## src/rtl/fifo_arb_pkg.sv

```systemverilog
// Shared types and helpers for the FIFO push-port round-robin arbiter.
package fifo_arb_pkg;

    typedef enum logic {ARB_IDLE, ARB_LOCKED} arb_state_e;

    // Widest request vector rr_pick can search.
    localparam int unsigned RR_MAX = 32;

    // First set bit of valid[n-1:0], searching cyclically upward from ptr; ptr when none set.
    function automatic logic [31:0] rr_pick(
        input logic [RR_MAX-1:0] valid,
        input logic [31:0]       ptr,
        input logic [31:0]       n
    );
        logic [31:0] idx;
        rr_pick = ptr;
        for (int unsigned i = 0; i < n; i++) begin
            idx = ptr + (n - 1 - i);
            if (idx >= n) begin
                idx = idx - n;
            end
            if (|(valid & (RR_MAX'(1) << idx))) begin
                rr_pick = idx;
            end
        end
    endfunction

endpackage

```

## src/rtl/fifo_push_arbiter_picker.sv

```systemverilog
// Combinational cyclic priority encoder selecting the idle-state owner.
module rr_priority_picker
    import fifo_arb_pkg::*;
#(
    parameter int unsigned NUM_REQ = 4,
    parameter int unsigned IDX_W   = $clog2(NUM_REQ)
) (
    input  logic [NUM_REQ-1:0] i_valid,
    input  logic [IDX_W-1:0]   i_ptr,
    output logic [IDX_W-1:0]   o_idx
);

    logic [RR_MAX-1:0] w_valid_ext;
    logic [31:0]       w_pick;

    always_comb begin
        w_valid_ext              = '0;
        w_valid_ext[NUM_REQ-1:0] = i_valid;
        w_pick                   = rr_pick(w_valid_ext, 32'(i_ptr), NUM_REQ);
        o_idx                    = IDX_W'(w_pick);
    end

endmodule

```

## src/rtl/fifo_push_arbiter.sv

```systemverilog
// Round-robin arbiter sharing the FIFO push port between NUM_REQ producers,
// holding ownership for bursts of up to MAX_BURST transfers.
module fifo_push_arbiter
    import fifo_arb_pkg::*;
#(
    parameter int unsigned DATA_WIDTH = 32,
    parameter int unsigned NUM_REQ    = 4,
    parameter int unsigned MAX_BURST  = 4
) (
    input  logic                               clk,
    input  logic                               rst,
    input  logic [NUM_REQ-1:0]                 req_valid_i,
    input  logic [NUM_REQ-1:0][DATA_WIDTH:0]   req_data_i,
    output logic [NUM_REQ-1:0]                 req_grant_o,
    output logic                               push_valid_o,
    output logic [DATA_WIDTH:0]                push_data_o,
    input  logic                               push_grant_i,
    output logic [$clog2(NUM_REQ)-1:0]         owner_o,
    output logic                               locked_o
);

    localparam int unsigned IDX_W = $clog2(NUM_REQ);
    localparam int unsigned CNT_W = $clog2(MAX_BURST + 1);

    arb_state_e       r_state;
    logic [IDX_W-1:0] r_rr_ptr;
    logic [IDX_W-1:0] r_owner;
    logic [CNT_W-1:0] r_burst_cnt;

    logic [IDX_W-1:0] w_pick_idx;
    logic [IDX_W-1:0] w_owner;
    logic [IDX_W-1:0] w_next_ptr;
    logic             w_owner_valid;
    logic             w_xfer;

    rr_priority_picker #(
        .NUM_REQ (NUM_REQ),
        .IDX_W   (IDX_W)
    ) u_picker (
        .i_valid (req_valid_i),
        .i_ptr   (r_rr_ptr),
        .o_idx   (w_pick_idx)
    );

    always_comb begin
        w_owner       = (r_state == ARB_LOCKED) ? r_owner : w_pick_idx;
        w_owner_valid = req_valid_i[w_owner];
        w_next_ptr    = (w_owner == IDX_W'(NUM_REQ - 1)) ? '0 : w_owner + IDX_W'(1);
    end

    // Outputs are forced quiet while reset is held, independent of the inputs.
    always_comb begin
        push_valid_o = !rst && w_owner_valid;
        push_data_o  = push_valid_o ? req_data_i[w_owner] : '0;
        w_xfer       = push_valid_o && push_grant_i;
        req_grant_o  = '0;
        if (w_xfer) begin
            req_grant_o[w_owner] = 1'b1;
        end
        owner_o  = rst ? '0 : w_owner;
        locked_o = (r_state == ARB_LOCKED);
    end

    always_ff @(posedge clk or posedge rst) begin
        if (rst) begin
            r_state     <= ARB_IDLE;
            r_rr_ptr    <= '0;
            r_owner     <= '0;
            r_burst_cnt <= '0;
        end else begin
            case (r_state)
                ARB_IDLE: begin
                    if (w_xfer) begin
                        if (MAX_BURST > 1) begin
                            r_owner     <= w_owner;
                            r_burst_cnt <= CNT_W'(1);
                            r_state     <= ARB_LOCKED;
                        end else begin
                            r_rr_ptr <= w_next_ptr;
                        end
                    end
                end
                ARB_LOCKED: begin
                    // A stalled FIFO keeps the burst; only a dropped valid or the last beat releases.
                    if (!w_owner_valid || (w_xfer && r_burst_cnt == CNT_W'(MAX_BURST - 1))) begin
                        r_rr_ptr    <= w_next_ptr;
                        r_burst_cnt <= '0;
                        r_state     <= ARB_IDLE;
                    end else if (w_xfer) begin
                        r_burst_cnt <= r_burst_cnt + CNT_W'(1);
                    end
                end
                default: begin
                    r_state <= ARB_IDLE;
                end
            endcase
        end
    end

endmodule

```

## config.mk

```make
export PLATFORM = sky130hd
export DESIGN_NAME = fifo_push_arbiter
export DESIGN_NICKNAME = d
export VERILOG_FILES = /design/src/rtl/fifo_arb_pkg.sv /design/src/rtl/fifo_push_arbiter_picker.sv /design/src/rtl/fifo_push_arbiter.sv
export SDC_FILE = /design/constraint.sdc
export NUM_CORES = 1
export LEC_CHECK = 0
export BUFFER_PORTS_ARGS = -buffer_cell sky130_fd_sc_hd__buf_2
export CAP_MARGIN = 20
export CORE_UTILIZATION = 42
export CTS_BUF_LIST = sky130_fd_sc_hd__clkbuf_4 sky130_fd_sc_hd__clkbuf_8
export CTS_CLUSTER_DIAMETER = 100
export DETAILED_ROUTE_END_ITERATION = 8
export MAX_ROUTING_LAYER = met4
export PLACE_DENSITY = 0.95
export SLEW_MARGIN = 20
export SYNTH_ARGS = -nofsm -noshare
export SYNTH_HDL_FRONTEND = slang
export SYNTH_SLANG_ARGS = --single-unit
```

## constraint.sdc

```tcl
create_clock -name clk -period 6.2 [get_ports clk]
set_input_delay 0.31 -clock clk [delete_from_list [all_inputs] [get_ports clk]]
set_output_delay 0.31 -clock clk [all_outputs]
set_load 0.05 [all_outputs]
```

==> metrics list <==
* Setup TNS: 0 ns
- Number of pins with negative max-slew slack in the final report: 0
* Violated checks: DRC
- Worst hold-check path type: in -> async
* Gp weighted congestion: 0.889
- The root buffer cell chosen for the clock tree is sky130_fd_sc_hd__clkbuf_8.
- The floorplan step defined a core boundary enclosing 0.00447 mm².
- For the finished layout, the period the worst path requires is 4.55 ns.
- Post-route cell area: 0.00290 mm²
* Worst Path Arrival: 4.24 ns
- The via count of the first global-routing pass is 2478.
- CP max FO: 71
- Number of inserted diodes: 0
* Count of placed standard cells including taps: 498
- The endpoint identified for the worst register-to-register timing path is r_owner[0].
- For flop-to-flop paths, the worst setup slack is 2.56 ns.
* Number of design-rule violations left by the first detailed-router iteration: 148
- Initial antenna violation count: 0
- The share of synthesized area in the top cell type comes to 14.9%.
* Share of synthesized registers carrying an async set or reset: 100%
- H-tree levels: 1
- Initial standard-cell utilization of the core: 44.8%
- The commonest cells after synthesis are 75 x sky130_fd_sc_hd__nand2_1, 36 x sky130_fd_sc_hd__and2_1, 34 x sky130_fd_sc_hd__a211oi_1, 34 x sky130_fd_sc_hd__a311oi_1, 18 x sky130_fd_sc_hd__clkbuf_1.
- Most instantiated library cell after synthesis: sky130_fd_sc_hd__nand2_1
- Xor-xnor portion of the synthesized cell area: 0.437%
* Number of sinks on the clock net: 8
* Post-placement cell area: 0.00284 mm²
- Rows: 24
* Post-cts resize count: 0
* Number of top-level pins: 180
- After synthesis, the mean cell area works out to 6.86 µm².
* Top cell type by total area after synthesis: sky130_fd_sc_hd__a311oi_1
- The first global-routing pass estimated 11.2 mm of wire.
- For the pin with the worst max-slew slack, the measured transition is 0.650 ns.
* CTS tree: yes
- Warnings, synthesis: 0
- Buffers inserted during clock tree synthesis total 3.
- The number of nets in the synthesized netlist is 441.
- Post-synthesis register bit count: 8
- Remaining max-slew budget at the tightest pin: 56.7%
- STA puts the critical path data required time at 5.89 ns.
- F_max: 0.220 GHz
- Number of design rule violations left after detail routing: 13
- Sequential cells were found to cover 9.99% of the synthesized design area.
- Number of detailed-route iterations in the first pass: 7
* Critical Path Source Type: flip-flop
- Hpwl dp: 5.41 mm
* Final cycle utilization of the critical path: 73.4%
* Worst slack, placed: 1.92 ns
- Cells after synthesis: 292
- The later pin in the worst-skew pair is clocked with a latency of 0.23 ns.
- After clock tree synthesis, the clock-pin slew on the worst setup and hold paths is 0.04 ns.
- Once the clock tree was built, the setup fixing pass inserted 0 buffers.
- After clock tree synthesis, the flow added hold-fix buffers numbering 0.
- Cells with a size suffix above 1 make up 43.1% of the layout.
- Count of port buffers added during placement: 179
- The floorplan step set the die height to 71.1 µm.
- The worst register-to-register path begins at r_rr_ptr[1].
- The worst setup path is captured at an output port.
* Final setup skew: 0.00413 ns
* Simple-gate share of the synthesized area: 31.0%
- The number of hold violations in the final report came to 0.
- Clock tree buffer depth: 2
* Total detailed-routing wirelength: 7.20 mm
* Die extent in x: 71.1 µm
- Count of placed standard cells in the final layout, fillers left out: 502
* Crit Path Class: reg -> out
- Synthesized cell area: 0.00200 mm²
- The detail route stage leaves a number of antenna-violating nets equal to 0.
* Area fraction in compound gates after synthesis: 38.0%
- Of the post-synthesis cell area, the part taken by muxes is 5.25%.
- Detailed routing inserted a total of 2895 vias.
- Setup violations remaining at the end of the flow were counted as 0.
* Adder-cell share of the synthesized area: 6.25%
- At the end of the flow, the number of nets in the layout was 601.
* GR Overflow Total: 0
- Measured in cells, the most critical reg-to-reg path has a length of 10.
* Result of the run: finished, violations left
* Ranking of synthesized cells by area: sky130_fd_sc_hd__a311oi_1 15%, sky130_fd_sc_hd__nand2_1 14%, sky130_fd_sc_hd__a211oi_1 13%
* Top_reg_cell synth: sky130_fd_sc_hd__dfrtp_1
* Largest net degree at the start of global routing: 72
- Yosys mapped a number of flops with a built-in enable equal to 0.
- Once routing completed, OpenROAD measured the worst setup slack at 1.65 ns.
* Main combinational cell family by area after synthesis: compound AO/OA/AOI/OAI gates
* Via-per-instance ratio: 5.77
* Number of maximum-capacitance violations: 0
* Die outline area: 0.00505 mm²
* Synth-to-layout area growth: 44.8%
- Count of unique library cells instantiated by Yosys: 39
* Wire length per cell after detailed routing: 14.3 µm
* RSZ-0062 raised after global routing: no
* Global routing usage summed across all routing layers: 27.4%
[cell usage in the layout, fill, tap and decap left out, types with 2 or more instances in the layout]
cell type / count
sky130_fd_sc_hd__buf_2: 179
sky130_fd_sc_hd__nand2_1: 75
sky130_fd_sc_hd__and2_1: 36
sky130_fd_sc_hd__a211oi_1: 34
sky130_fd_sc_hd__a311oi_1: 34
sky130_fd_sc_hd__ha_1: 10
sky130_fd_sc_hd__inv_1: 9
sky130_fd_sc_hd__dfrtp_1: 8
sky130_fd_sc_hd__nor2_1: 6
sky130_fd_sc_hd__a22oi_1: 6
sky130_fd_sc_hd__mux2i_1: 6
sky130_fd_sc_hd__a22o_1: 4
sky130_fd_sc_hd__and3_1: 4
sky130_fd_sc_hd__a21oi_1: 3
sky130_fd_sc_hd__o21ai_0: 3
sky130_fd_sc_hd__clkbuf_8: 3
sky130_fd_sc_hd__inv_2: 2
sky130_fd_sc_hd__nor4_1: 2
sky130_fd_sc_hd__nor2b_1: 2
sky130_fd_sc_hd__a32o_1: 2
sky130_fd_sc_hd__mux2_2: 2
sky130_fd_sc_hd__buf_4: 2
[worst max path at each step]
stage,from,endpoint,slack [ns]
detailed placement,r_rr_ptr[1],push_data_o[27],1.92
CTS,r_rr_ptr[1],push_data_o[27],1.67
floorplan,r_rr_ptr[0],push_data_o[15],2.19
global route,r_rr_ptr[1],push_data_o[29],1.33
global placement,r_rr_ptr[0],push_data_o[13],2.15
finish,r_rr_ptr[1],push_data_o[27],1.65
[metal layers]
layer / wire [µm] / up-vias / track usage, %
met5: 0 / - / -
met4: 186 / 0 / 9.56
met3: 505 / 25 / 4.27
met2: 3650 / 144 / 47.9
met1: 2860 / 1315 / 31.8
li1: - / 1411 / -
[through the flow]
step                hold slack (ns)  util [%]
global route                  0.139      64.8
detailed placement            0.355      63.5
finish                        0.107      64.8
floorplan                     0.155         -
global placement              0.345      63.5
CTS                           0.117      64.4
[area by class of cell]
| cell class | instances | area [µm²] |
|---|---|---|
| multi-input cells | 246 | 1620 |
| fillers | 395 | 1570 |
| repair buffers | 182 | 931 |
| flip-flops and latches | 8 | 200 |
| well taps | 52 | 65.1 |
| clock buffers | 3 | 41.3 |
| inverters | 11 | 41.3 |
[worst max-delay path: stages, from the launching register on]
cell and delay, ns:
sky130_fd_sc_hd__dfrtp_1 0.49, sky130_fd_sc_hd__inv_1 0.14, sky130_fd_sc_hd__ha_1 0.26, sky130_fd_sc_hd__a22o_1 0.24, sky130_fd_sc_hd__or2_1 0.27, sky130_fd_sc_hd__a311oi_1 0.39, sky130_fd_sc_hd__a32o_2 0.25, sky130_fd_sc_hd__buf_4 0.52
sky130_fd_sc_hd__mux2i_4 0.48, sky130_fd_sc_hd__nand2_4 0.28, sky130_fd_sc_hd__a311oi_1 0.33, sky130_fd_sc_hd__buf_2 0.32
[logic make-up after synthesis]
family,count (synthesis)
xor+xnor,1
mux,9
fa+ha+maj,10
flops,8
simple gates,131
buf+inv,38
compound gates,95
[flip-flops by register name, summed over array words and instances (netlist names)]
register     count
r_owner          2
locked_o         1
r_rr_ptr         2
r_burst_cnt      3
Power is left out: the tool's default activity adds up to more than one toggle a clock period on the data nets, which glitch-free logic cannot reach.
